**src/rtl/instruction_cache_ctrl.sv**
```systemverilog
// instruction_cache_ctrl: direct-mapped read-only instruction cache with a single-line refill FSM
module instruction_cache_ctrl #(
    parameter int INDEX_BITS = 3,
    parameter int TAG_BITS   = 32 - INDEX_BITS - 4
) (
    input  logic         clock,
    input  logic         reset,
    input  logic [31:0]  PC,
    input  logic         read,
    output logic [31:0]  Instruction,
    output logic         Insthit,
    output logic         busywait,
    output logic         mem_read,
    output logic [27:0]  mem_address,
    input  logic [127:0] mem_readdata,
    input  logic         mem_busywait
);
    localparam int LINES = 1 << INDEX_BITS;

    typedef enum logic [1:0] {IDLE, MEM_READ, UPDATE} state_t;

    state_t                state_q, state_d;
    logic [LINES-1:0]      valid_q, valid_d;
    logic [27:0]           miss_q, miss_d;
    logic [TAG_BITS-1:0]   tag_q  [LINES];
    logic [127:0]          data_q [LINES];
    logic [INDEX_BITS-1:0] idx;
    logic [INDEX_BITS-1:0] fill_idx;
    logic                  hit;
    logic                  fill;
    logic                  unused_pc;

    assign idx         = PC[3+INDEX_BITS:4];
    assign fill_idx    = miss_q[INDEX_BITS-1:0];
    assign hit         = (state_q == IDLE) && read && valid_q[idx] && (tag_q[idx] == PC[31:4+INDEX_BITS]);
    assign fill        = (state_q == MEM_READ) && !mem_busywait;
    assign mem_address = miss_q;
    assign unused_pc   = ^PC[1:0];

    // control state, valid bits and latched miss block; reset discards any fill in flight
    always_ff @(posedge clock or negedge reset) begin
        if (!reset) begin
            state_q <= IDLE;
            valid_q <= '0;
            miss_q  <= '0;
        end else begin
            state_q <= state_d;
            valid_q <= valid_d;
            miss_q  <= miss_d;
        end
    end

    // tag and data arrays only change on an accepted memory line
    always_ff @(posedge clock) begin
        if (fill) begin
            tag_q[fill_idx]  <= miss_q[TAG_BITS+INDEX_BITS-1:INDEX_BITS];
            data_q[fill_idx] <= mem_readdata;
        end
    end

    // lookup, refill sequencing and pipeline-facing outputs
    always_comb begin
        state_d     = state_q;
        valid_d     = valid_q;
        miss_d      = miss_q;
        Instruction = 32'h0;
        Insthit     = 1'b0;
        busywait    = 1'b0;
        mem_read    = 1'b0;
        case (state_q)
            IDLE: begin
                if (hit) begin
                    Insthit     = 1'b1;
                    Instruction = data_q[idx][{PC[3:2], 5'b0} +: 32];
                end else if (read && reset) begin
                    busywait = 1'b1;
                    miss_d   = PC[31:4];
                    state_d  = MEM_READ;
                end
            end
            MEM_READ: begin
                mem_read = 1'b1;
                busywait = 1'b1;
                if (!mem_busywait) begin
                    valid_d[fill_idx] = 1'b1;
                    state_d           = UPDATE;
                end
            end
            UPDATE: begin
                busywait = 1'b1;
                state_d  = IDLE;
            end
            default: state_d = IDLE;
        endcase
    end
endmodule

```
**config.mk**
```make
export PLATFORM = sky130hd
export DESIGN_NAME = instruction_cache_ctrl
export DESIGN_NICKNAME = d
export VERILOG_FILES = /design/src/rtl/instruction_cache_ctrl.sv
export SDC_FILE = /design/constraint.sdc
export NUM_CORES = 1
export LEC_CHECK = 0
export CAP_MARGIN = 20
export CORE_MARGIN = 8
export CORE_UTILIZATION = 54
export CTS_CLUSTER_DIAMETER = 150
export DETAILED_ROUTE_END_ITERATION = 10
export PLACE_DENSITY = 0.73
export SYNTH_ARGS = -nofsm -noshare
export SYNTH_HDL_FRONTEND = slang
export SYNTH_SLANG_ARGS = --single-unit
```
**constraint.sdc**
```tcl
create_clock -name clock -period 19.2 [get_ports clock]
set_clock_uncertainty 0.2 [all_clocks]
set_input_delay 3.84 -clock clock [delete_from_list [all_inputs] [get_ports clock]]
set_output_delay 3.84 -clock clock [all_outputs]
set_load 0.01 [all_outputs]
```
## Yosys cells after proc, flatten, opt, wreduce, memory -nomap -nowiden

Memory sizes are Yosys's and may differ from the RTL's.
Cells that the tools add are included.

- Bitwise operators: 3
- Equality and inequality tests: 6
- Muxes and demuxes: 18
- Order comparisons: 3
- Reduce and logical (&&, ||, !) cells: 12
- $mul: 0
- Div/mod/pow operators: 0
- Shift-type cells: 1
- Add/subtract/negate cells: 0

Operator list:

| kind | number |
|---|---|
| $shiftx 128x8->32 | 1 |
| $mux 32 | 2 |
| $eq 25x25->1 | 1 |
| $mux 1 | 9 |
| $lt 3x4->1 const B | 2 |
| $or 8x8->8 | 1 |
| $logic_and 1x1->1 | 6 |
| $mux 2 | 3 |
| $reduce_and 3->1 | 2 |
| $ne 2x2->1 const B | 2 |
| $pmux 2 s2 | 1 |
| $bmux 1 s3 | 1 |
| $demux 1 s3 | 1 |
| $ge 3x1->1 const B | 1 |
| $eq 2x1->1 const B | 1 |
| $eq 2x2->1 const B | 1 |
| $logic_not 2->1 | 1 |
| $ne 2x1->1 const B | 1 |
| $not 1->1 | 2 |
| $pmux 1 s2 | 1 |
| $reduce_and 2->1 | 1 |
| $reduce_or 2->1 | 1 |
| $logic_not 1->1 | 1 |

- Output and inout bits: 63
- Flip-flop bits (word level): 38
- Memories kept: 2
- Memory bits (writable): 1224
- Memory bits (read-only): 0
- Bits of input ports: 164
- Latch bits: 0

Memories:

| name | words | width | rd ports | clocked after memory_dff | write ports | RTL line | text |
|---|---|---|---|---|---|---|---|
| data_q | 8 | 128 | 1 | 0 | 1 | 26 | `logic [127:0] data_q [LINES];` |
| tag_q | 8 | 25 | 1 | 0 | 1 | 25 | `logic [TAG_BITS-1:0] tag_q [LINES];` |

## Logic depth before layout (Yosys ltp)

Gate-level depths: netlist (run 1).

- Depth after elaboration: 6
- Depth in mapped cells: 14
- Depth with buffers taken out: 9

## Least setup slack after synthesis (run 1)

OpenSTA, ideal clock, no wires.

- Kind: in2reg
- Start point: input port mem_busywait
- End point: register valid_q[0]
- Library setup time: 0.131 ns
- Required time: 18.869 ns
- Arrival: 15.629 ns
- Setup slack: 3.239 ns
- Cell stages on the path: 3
- Path through: or3b_2 nor3_1 or2_2

- Cells in the longest elaborated chain, start to end: 2

RTL lines:

| what | RTL line | text |
|---|---|---|
| start, declared | 16 | `input logic mem_busywait` |
| $not 1->1 (no source line) | -- |  |
| $reduce_and 2->1 (no source line) | -- |  |
| end signal, assigned | 48 | `valid_q <= valid_d;` |
| end, declared | 23 | `logic [LINES-1:0] valid_q, valid_d;` |

Every way passes these cells.
A chain may end at the register's enable or synchronous reset.

## Final worst setup path (run 1)

- Start point: input port PC[6]
- End point: output port Instruction[31]

- Cells in the longest elaborated chain, start to end: 6

RTL lines:

| what | RTL line | text |
|---|---|---|
| start, declared | 8 | `input logic [31:0] PC,` |
| parallel branches: the longest is 4 deep, another holds $mem_v2 8x128 | -- |  |
| $mux 32 (*) | 72 | `if (hit) begin` |
| $mux 32 (*) | 70 | `case (state_q)` |
| end, declared | 10 | `output logic [31:0] Instruction,` |

Mark *: on every way between the ends. The select of a mux whose other input is x is not followed.

==> metrics.txt, run 1 <==
Synth Warn # 0; Worst-Margin Slew 1120 ps; Gate power share 9.1%; Via Count 21.3k; final hold viol count 0; vias per inst 6.09; Int Power 0.00481 W; Mapped Cells 1943; Final Critical Period 12880 ps; die width 315 um; WL/cell 28.7 um; nets 2392; Cell Rows 109; CP arrival 8840 ps; fin crit share 67.1%; drt first pass iters 5; Net Sw Frac 22.0%; vias in the first global route 22.9k; final std cells w/o fill 3501; grt ovf 0; CTS Buf Count 121; Detailed Route Iter0 Violations 2142; setup TNS 0 ps; Routed Wire Length 101000 um; chip height 315 um; Synthesized Nets 2110; antenna violations before repair 23; Skew-Pair Late Insertion Delay 680 ps; IO Pins 227; CP Capture Type output port; CTS Root Cell clkbuf_16; Worst-path clk slew 60 ps; Synth Cell Area 48200 um2; sequential share of power 54.5%; # setup viols final 0; # placed instances 3265; RSZ-0062 raised after global routing no; CTS tree yes; critical path peak fanout 46; Sw Pwr 0.00136 W; fin. max-slew vios 0; post-route cell area 55600 um2; setup repair bufs after CTS 0; H-tree levels 3; Core Area 88400 um2; critical path type input port to output port; Area Overhead vs Synth 15.4%; CTS Buffer Depth 3; post-CTS sizing 0; PD cells 111 nW/um2; Leak 17.6 nW; #FFs+latches synth 1262; critical path startpoint category input port; status finished clean; Avg Cell Area, Syn 24.8 um2; clock share of power 36.5%; port buffer count 224; DRC violations left 0; max_cap viols 0; Initial Utilization 54.5%; Post-DP Area 51800 um2; total global-route track usage 20.3%; first-pass GRT wire length 150000 um; DIE AREA 99100 um2; routability congestion estimate 0.715; final hold slack 267 ps; final worst slack 6320 ps; pin count of the biggest net entering global routing 156; CP Data Required Time 15160 ps; share of layout cells above drive strength 1 26.5%; relative slew slack 25.4%; Max Fclk 77.6 MHz; CTS sink cnt 1262; HP Class flip-flop to flip-flop; ANT nets after route 0; Synth cell types 41; Seq/Total Area, Yosys 78.2%; cts-stage hold buffer count 0; HPWL after DPL 54300 um; dpl ws 5990 ps; VDD IR max 0.0760 mV
## power by group through the flow
stage	Combinational, W	Clock, W	Sequential [W]
after floorplan	0.000299	0	0.00343
after detailed placement	0.000568	0	0.00342
after global placement	0.000559	0	0.00340
final	0.000560	0.00225	0.00336
after CTS	0.000571	0.00229	0.00336
after global routing	0.000596	0.00240	0.00338
## metrics by stage
| step | power, W | utilization, % |
|---|---|---|
| finish | 0.00617 | 63.0 |
| global route | 0.00637 | 62.9 |
| detailed placement | 0.00399 | 58.6 |
| global placement | 0.00396 | 58.6 |
| floorplan | 0.00373 | - |
| CTS | 0.00623 | 62.9 |
## sequential cells by signal, indices dropped and copies added, names as in the netlist
signal and flops:
mem_address 28, tag_q 200, valid_q 8, data_q 1024, state_q 2
## synth_stat cells
cell type  instances  area (um2)
buf_12             1        20.0
o21ai_0            1        5.00
nor3_1             2        10.0
a221oi_1           2        17.5
and2_1             1        6.26
mux2_2            19         214
edfxtp_1        1224       36800
inv_1              5        18.8
nor2b_1            2        12.5
nor4_4             1        21.3
nand4_2            1        12.5
nor2_1            42         158
ha_1               3        37.5
nand4_4            1        21.3
and4_1             1        8.76
buf_1             20        75.1
buf_2             35         175
o21ai_1            1        5.00
and3_1             1        6.26
mux2_4             9         135
a21oi_1           10        50.1
nor4_2             2        25.0
nand3_1            1        5.00
a22oi_1            5        37.5
xor2_1             9        78.8
xnor2_1           15         131
mux4_2           365        8220
nand4_1            1        6.26
o211ai_1           1        7.51
nor4_1             1        6.26
clkbuf_1          30         113
or3b_2             1        8.76
nor3b_1            1        7.51
nand2_1            3        11.3
nand2b_1           2        12.5
dfrtp_1           38         951
nand3b_1           1        7.51
buf_6              5        56.3
buf_4              6        45.0
or2_2              8        50.1
mux2i_1           66         661
## metal layers
metal  global-route usage (%)  vias to the layer above  share of wire, %
met2                     33.8                      703                51
met3                     4.41                      143               7.4
li1                         -                     8958                 -
met1                     27.9                    11494                40
met5                        0                        -              0.14
met4                     4.51                       22               1.4
## placed cells by master, fill, tap and decap left out, types with 2 or more instances in the layout
cell / Yosys / routed
mux4_2: 365 / 365
ha_1: 3 / 3
clkinv_1: 0 / 26
nor4_2: 2 / 2
xnor2_1: 15 / 15
a21oi_1: 10 / 10
clkdlybuf4s50_1: 0 / 218
buf_8: 0 / 2
clkinv_2: 0 / 21
a22oi_1: 5 / 5
clkinvlp_4: 0 / 3
clkbuf_1: 30 / 34
buf_12: 1 / 6
buf_16: 0 / 2
bufinv_16: 0 / 8
inv_6: 0 / 3
dfrtp_1: 38 / 38
buf_2: 35 / 2
buf_4: 6 / 25
nand2b_1: 2 / 2
nor2_4: 0 / 6
nor3_2: 0 / 2
clkbuf_16: 0 / 122
xor2_1: 9 / 9
or2_2: 8 / 8
diode_2: 0 / 10
edfxtp_1: 1224 / 1224
inv_1: 5 / 5
nand2_1: 3 / 3
nor2_1: 42 / 36
mux2i_1: 66 / 66
mux2_4: 9 / 9
mux2_2: 19 / 19
clkbuf_8: 0 / 5
nor2b_1: 2 / 2
a221oi_1: 2 / 2
## worst max-delay path: stages
cell,delay (ps)
buf_6,290
buf_4,890
buf_4,850
mux4_2,410
mux2i_1,180
xor2_1,180
nand3_1,160
nor4_4,210
nand4_4,710
nor3b_1,430
clkdlybuf4s50_1,600
## kinds of logic (layout without fill, tap and decap cells)
family | after synthesis | in the layout | synth area share [%]
xor+xnor | 24 | 24 | 0.436
compound gates | 20 | 20 | 0.254
other cells | 0 | 10 | 0
flops | 1262 | 1262 | 78.2
buf+inv | 102 | 485 | 1.04
simple gates | 73 | 73 | 0.823
mux | 459 | 459 | 19.1
fa+ha+maj | 3 | 3 | 0.0779
## layout make-up
type,instances,area (um2)
Clock buffer,161,3250
Antenna cell,10,25.0
Inverter,5,18.8
Timing Repair Buffer,256,2600
Clock inverter,63,531
Fill cell,5743,32700
Multi-Input combinational cell,579,10100
Tap cell,1165,1460
Sequential cell,1262,37700
## worst paths after layout
kind                              start              end  slack (ps)  cells past startpoint
min                          valid_q[1]       valid_q[1]         270                      1
max                               PC[6]  Instruction[31]        6320                     11
min reg2reg                  valid_q[1]       valid_q[1]         270                      1
min in group asynchronous         reset  mem_address[26]        3040                      2
max in group asynchronous         reset  mem_address[25]       15330                      2
max reg2reg                tag_q[6][24]   mem_address[5]       14970                      9
No activity file was read; power rests on OpenSTA's default activity.
==> inputs of run 2 (changes only) <==
- PLACE_DENSITY: 0.73 -> 0.75
- clock period: 19.2 -> 11 ns (I/O delays scaled with it)
==> metrics.txt, run 2 (synthesis results as in run 1) <==
routability congestion estimate 0.749; R2R Path Start tag_q[3][10]; cts-stage hold buffer count 0; Top reg by flops data_q; Gate power share 9.0%; critical path startpoint category input port; RSZ-0062 raised after global routing no; critical-path cell list buf_8, buf_4, mux2i_1, xnor2_1, nor4_1, and4_1, nand4_4, nor3b_1, clkdlybuf4s50_1; Routed Wire Length 101000 um; CTS Buffer Depth 3; flop2flop setup slack 6620 ps; WP buf/inv 3; setup repair bufs after CTS 0; max_cap viols 0; H-tree levels 3; HPWL after DPL 54800 um; most common cell after layout, fill and taps aside edfxtp_1; CP max-delay cell nand4_4; VDD IR max 0.155 mV; WL/cell 28.9 um; fin. max-slew vios 0; vias per inst 6.07; Hold Path Cell Cnt 1; Detailed Route Iter0 Violations 2067; Worst Hold Path EP valid_q[0]; post-CTS sizing 0; CP arrival 6700 ps; Core Area 88400 um2; ANT nets after route 0; Skew-Pair Late Insertion Delay 690 ps; Area Overhead vs Synth 15.5%; status finished clean; PD cells 194 nW/um2; Final Critical Period 9100 ps; DIE AREA 99100 um2; CTS Root Cell clkbuf_16; reg-to-reg endpoint mem_address[5]; hold_sp valid_q[0]; crit-path leading delay family simple AND/OR/NAND/NOR gates; antenna violations before repair 25; critical path type input port to output port; grt ovf 0; drt first pass iters 5; CP Capture Type output port; Worst-Margin Slew 1040 ps; critical path peak fanout 84; CTS tree yes; Worst-path clk slew 60 ps; CTS sink cnt 1262; pin count of the biggest net entering global routing 134; IO Pins 227; final hold viol count 0; total global-route track usage 20.4%; Via Count 21.3k; HP Class flip-flop to flip-flop; FF-to-FF path depth 9; share of layout cells above drive strength 1 27.0%; final hold slack 272 ps; commonest non-fill, non-tap cells in the layout edfxtp_1, mux4_2, clkdlybuf4s50_1; sequential share of power 54.4%; CTS Buf Count 120; vias in the first global route 22.9k; Crit path largest cell delay 700 ps; fin crit share 82.7%; first-pass GRT wire length 150000 um; Sw Pwr 0.00241 W; # setup viols final 0; setup TNS 0 ps; chip height 315 um; Net Sw Frac 22.3%; CP Data Required Time 8600 ps; relative slew slack 31.0%; Leak 17.6 nW; Int Power 0.00840 W; nets 2393; Initial Utilization 54.5%; clock share of power 36.6%; Max Fclk 110 MHz; max reg flops 1024; DRC violations left 0; Cell Rows 109; die width 315 um; port buffer count 224
==> run 2: changes by cell type in the layout (fill, tap and decap cells not counted), sizes merged <==
| cell | before | now |
|---|---|---|
| clkbuf | 161 | 146 |
| diode | 10 | 13 |
| bufinv | 8 | 9 |
| buf | 38 | 40 |
| inv | 8 | 11 |
| clkinv | 49 | 61 |
| clkinvlp | 3 | 2 |
==> run 2: cell type report <==
type,count,area [um2]
Inverter,5,18.8
Multi-Input combinational cell,579,10100
Fill cell,5709,32700
Sequential cell,1262,37700
Clock buffer,146,3160
Timing Repair Buffer,258,2600
Antenna cell,13,32.5
Tap cell,1165,1460
Clock inverter,78,644
==> run 2: routing by layer <==
layer | vias to the layer above | GRT usage [%] | part of all wire, %
met1 | 11444 | 27.2 | 39
met2 | 727 | 34.0 | 51
met3 | 133 | 5.29 | 8.0
met4 | 20 | 5.19 | 1.9
li1 | 8956 | - | -
met5 | - | 0 | 0.13
==> run 2: worst max path at each step <==
stage            startpoint              end  depth (start not counted)
2_1_floorplan  mem_busywait       valid_q[4]                          3
3_3_place_gp          PC[4]   Instruction[5]                          8
3_5_place_dp          PC[4]   Instruction[5]                          8
4_1_cts               PC[5]  Instruction[31]                          9
5_1_grt               PC[5]  Instruction[31]                          9
6_report              PC[5]  Instruction[31]                          9
==> run 2: power by group through the flow <==
stage	combinational (W)	sequential [W]	clock, W
2_1_floorplan	0.000522	0.00598	0
3_3_place_gp	0.000976	0.00594	0
3_5_place_dp	0.000991	0.00598	0
4_1_cts	0.000997	0.00588	0.00402
5_1_grt	0.00104	0.00591	0.00421
6_report	0.000978	0.00587	0.00395
==> run 2: stage by stage <==
stage	util (%)	power [W]	setup slack, ps	std cells	cell area [um2]
2_1_floorplan	-	0.00650	932	1943	48200
3_3_place_gp	58.6	0.00691	1870	3268	51800
3_5_place_dp	58.6	0.00697	1810	3268	51800
4_1_cts	62.9	0.0109	1810	3492	55600
5_1_grt	63.0	0.0112	1590	3497	55700
6_report	63.0	0.0108	1900	3506	55700
==> variant: new RTL, settings of run 1 <==
`INDEX_BITS`: 3 -> 2.
--- a/src/rtl/instruction_cache_ctrl.sv
+++ b/src/rtl/instruction_cache_ctrl.sv
@@ -1,6 +1,6 @@
 // instruction_cache_ctrl: direct-mapped read-only instruction cache with a single-line refill FSM
 module instruction_cache_ctrl #(
-    parameter int INDEX_BITS = 3,
+    parameter int INDEX_BITS = 2,
     parameter int TAG_BITS   = 32 - INDEX_BITS - 4
 ) (
     input  logic         clock,
Formal check against the unedited RTL: same outputs for any inputs over 4 cycles, from zero or initial values and one cycle with reset low; that may be too few to reach the edited logic, so the function may still have changed.
==> variant against run 1 <==
  * Critical path depth shrank 1
  * Setup slack gained 0.23 ns
  * Sequential cell count shrank 612
  * Die area shrank 46%
  * Sequential power shrank 46%
  * Worst hold slack gained 0.011 ns
  * Area after synthesis shrank 48%
  * Clock power shrank 48%
  * Power shrank 45%
  * Routed wire length shrank 50%
  * Combinational power shrank 28%
  * Final area shrank 46%
  * Register-to-register slack gained 0.31 ns
  * Critical endpoint is now Instruction[2]
  * Highest routed layer unchanged
==> variant: results (changes against run 1) <==
stage,metric,value,unit,change
worst_setup_path,worst path arrival time,8.61,ns,-0.23 ns
logic_synthesis,mux contribution to synthesized area,18.28,%,-0.86 points
global_routing,initial antenna violation count,8,,-65%
logic_synthesis,"EDFF count, synth",616,,-50%
logic_synthesis,Compound-Gate Fraction of Synth Area,1.116,%,+0.86 points
final_layout,inverter count,11,,+6
power,leakage power,9.611,nW,-45%
final_layout,layout cells sized above 1,23.76,%,-2.8 points
clocking,CTS buffer count,61,,-50%
power,peak supply drop,73.54,µV,-3.2%
logic_synthesis,"Seq/Total Area, Yosys",77.02,%,-1.2 points
final_layout,Layout clock area frac,6.587,%,-0.21 points
outcome,status,"complete, no violations",,
place,DP Worst Slack,6.381,ns,+0.3910 ns
routing,vias,11510,,-46%
worst_setup_path,critical path's largest stage delay,0.92,ns,+0.03 ns
place,placed cell areas,27990,µm²,-46%
logic_synthesis,average cell area after synthesis,23.57,µm²,-5.0%
global_routing,met3 global-route usage,4.202,%,-0.21 points
place,routability congestion estimate,0.7698,,+7.6%
global_routing,met1 global-route usage,25.38,%,-2.5 points
sta,relative slew slack,27.92,%,+2.5 points
final_layout,fraction of area in multi-input gates,18.27,%,+0.20 points
routing,WL met1,20810,µm,-49%
place,# placed instances,1864,,-43%
logic_synthesis,area share of xor/xnor cells in the synthesized design,0.6275,%,+0.19 points
logic_synthesis,Adder-Cell Fraction of Synth Area,0.1494,%,+0.072 points
final_layout,NonClk Buf Share,7.886,%,+3.2 points
final_layout,fill cell total of the finished layout,3025,,-47%
final_layout,max reg flops,512,,-50%
final_layout,#MultiIn Comb,355,,-39%
clocking,Worst-Skew Late Latency,0.61,ns,-0.07 ns
routing,DR WL met3,2985,µm,-60%
final_layout,Nets,1487,,-38%
logic_synthesis,register bit total from synthesis,650,,-48%
routing,met2 routed WL,25810,µm,-49%
routing,Vias/cell,5.802,,-4.7%
place,Port Buffers,224,,unchanged
power,pwr dens,112.7,nW/µm²,+1.6%
final_layout,Seq/total area,64.55,%,-3.2 points
power,Switching Power,0.7613,mW,-44%
place,hpwl dp,29320,µm,-46%
final_layout,Layout clock buffers,81,,-50%
die,row count,79,,-28%
clocking,H-Tree Depth,2,,-1
routing,Pre-Repair DR Iteration Count,5,,unchanged
## variant: cell types whose count changed after synthesis, sizes merged, moves of 7 or more
cell    delta
buf       -30
clkbuf    -17
edfxtp   -608
mux2i     -41
mux4     -189
nor2      -36
nor2b     +32
xor2       -7
## variant: final timing paths
path	startpoint	endpoint	slack, ns	depth (start not counted)
worst max-delay path	PC[5]	Instruction[2]	6.55	10
worst min-delay path	valid_q[1]	valid_q[1]	0.28	1
worst max register to register	state_q[1]	data_q[2][61]	15.28	7
worst min register to register	valid_q[1]	valid_q[1]	0.28	1
max in group asynchronous	reset	mem_address[25]	15.32	2
min in group asynchronous	reset	mem_address[4]	3.10	2
## variant: power groups by stage
stage                     logic [mW]  clock network, mW  registers [mW]
after floorplan                0.206                  0            1.84
after global placement         0.404                  0            1.81
after detailed placement       0.408                  0            1.83
after CTS                      0.410               1.20            1.80
after global routing           0.430               1.26            1.81
final                          0.401               1.18            1.80
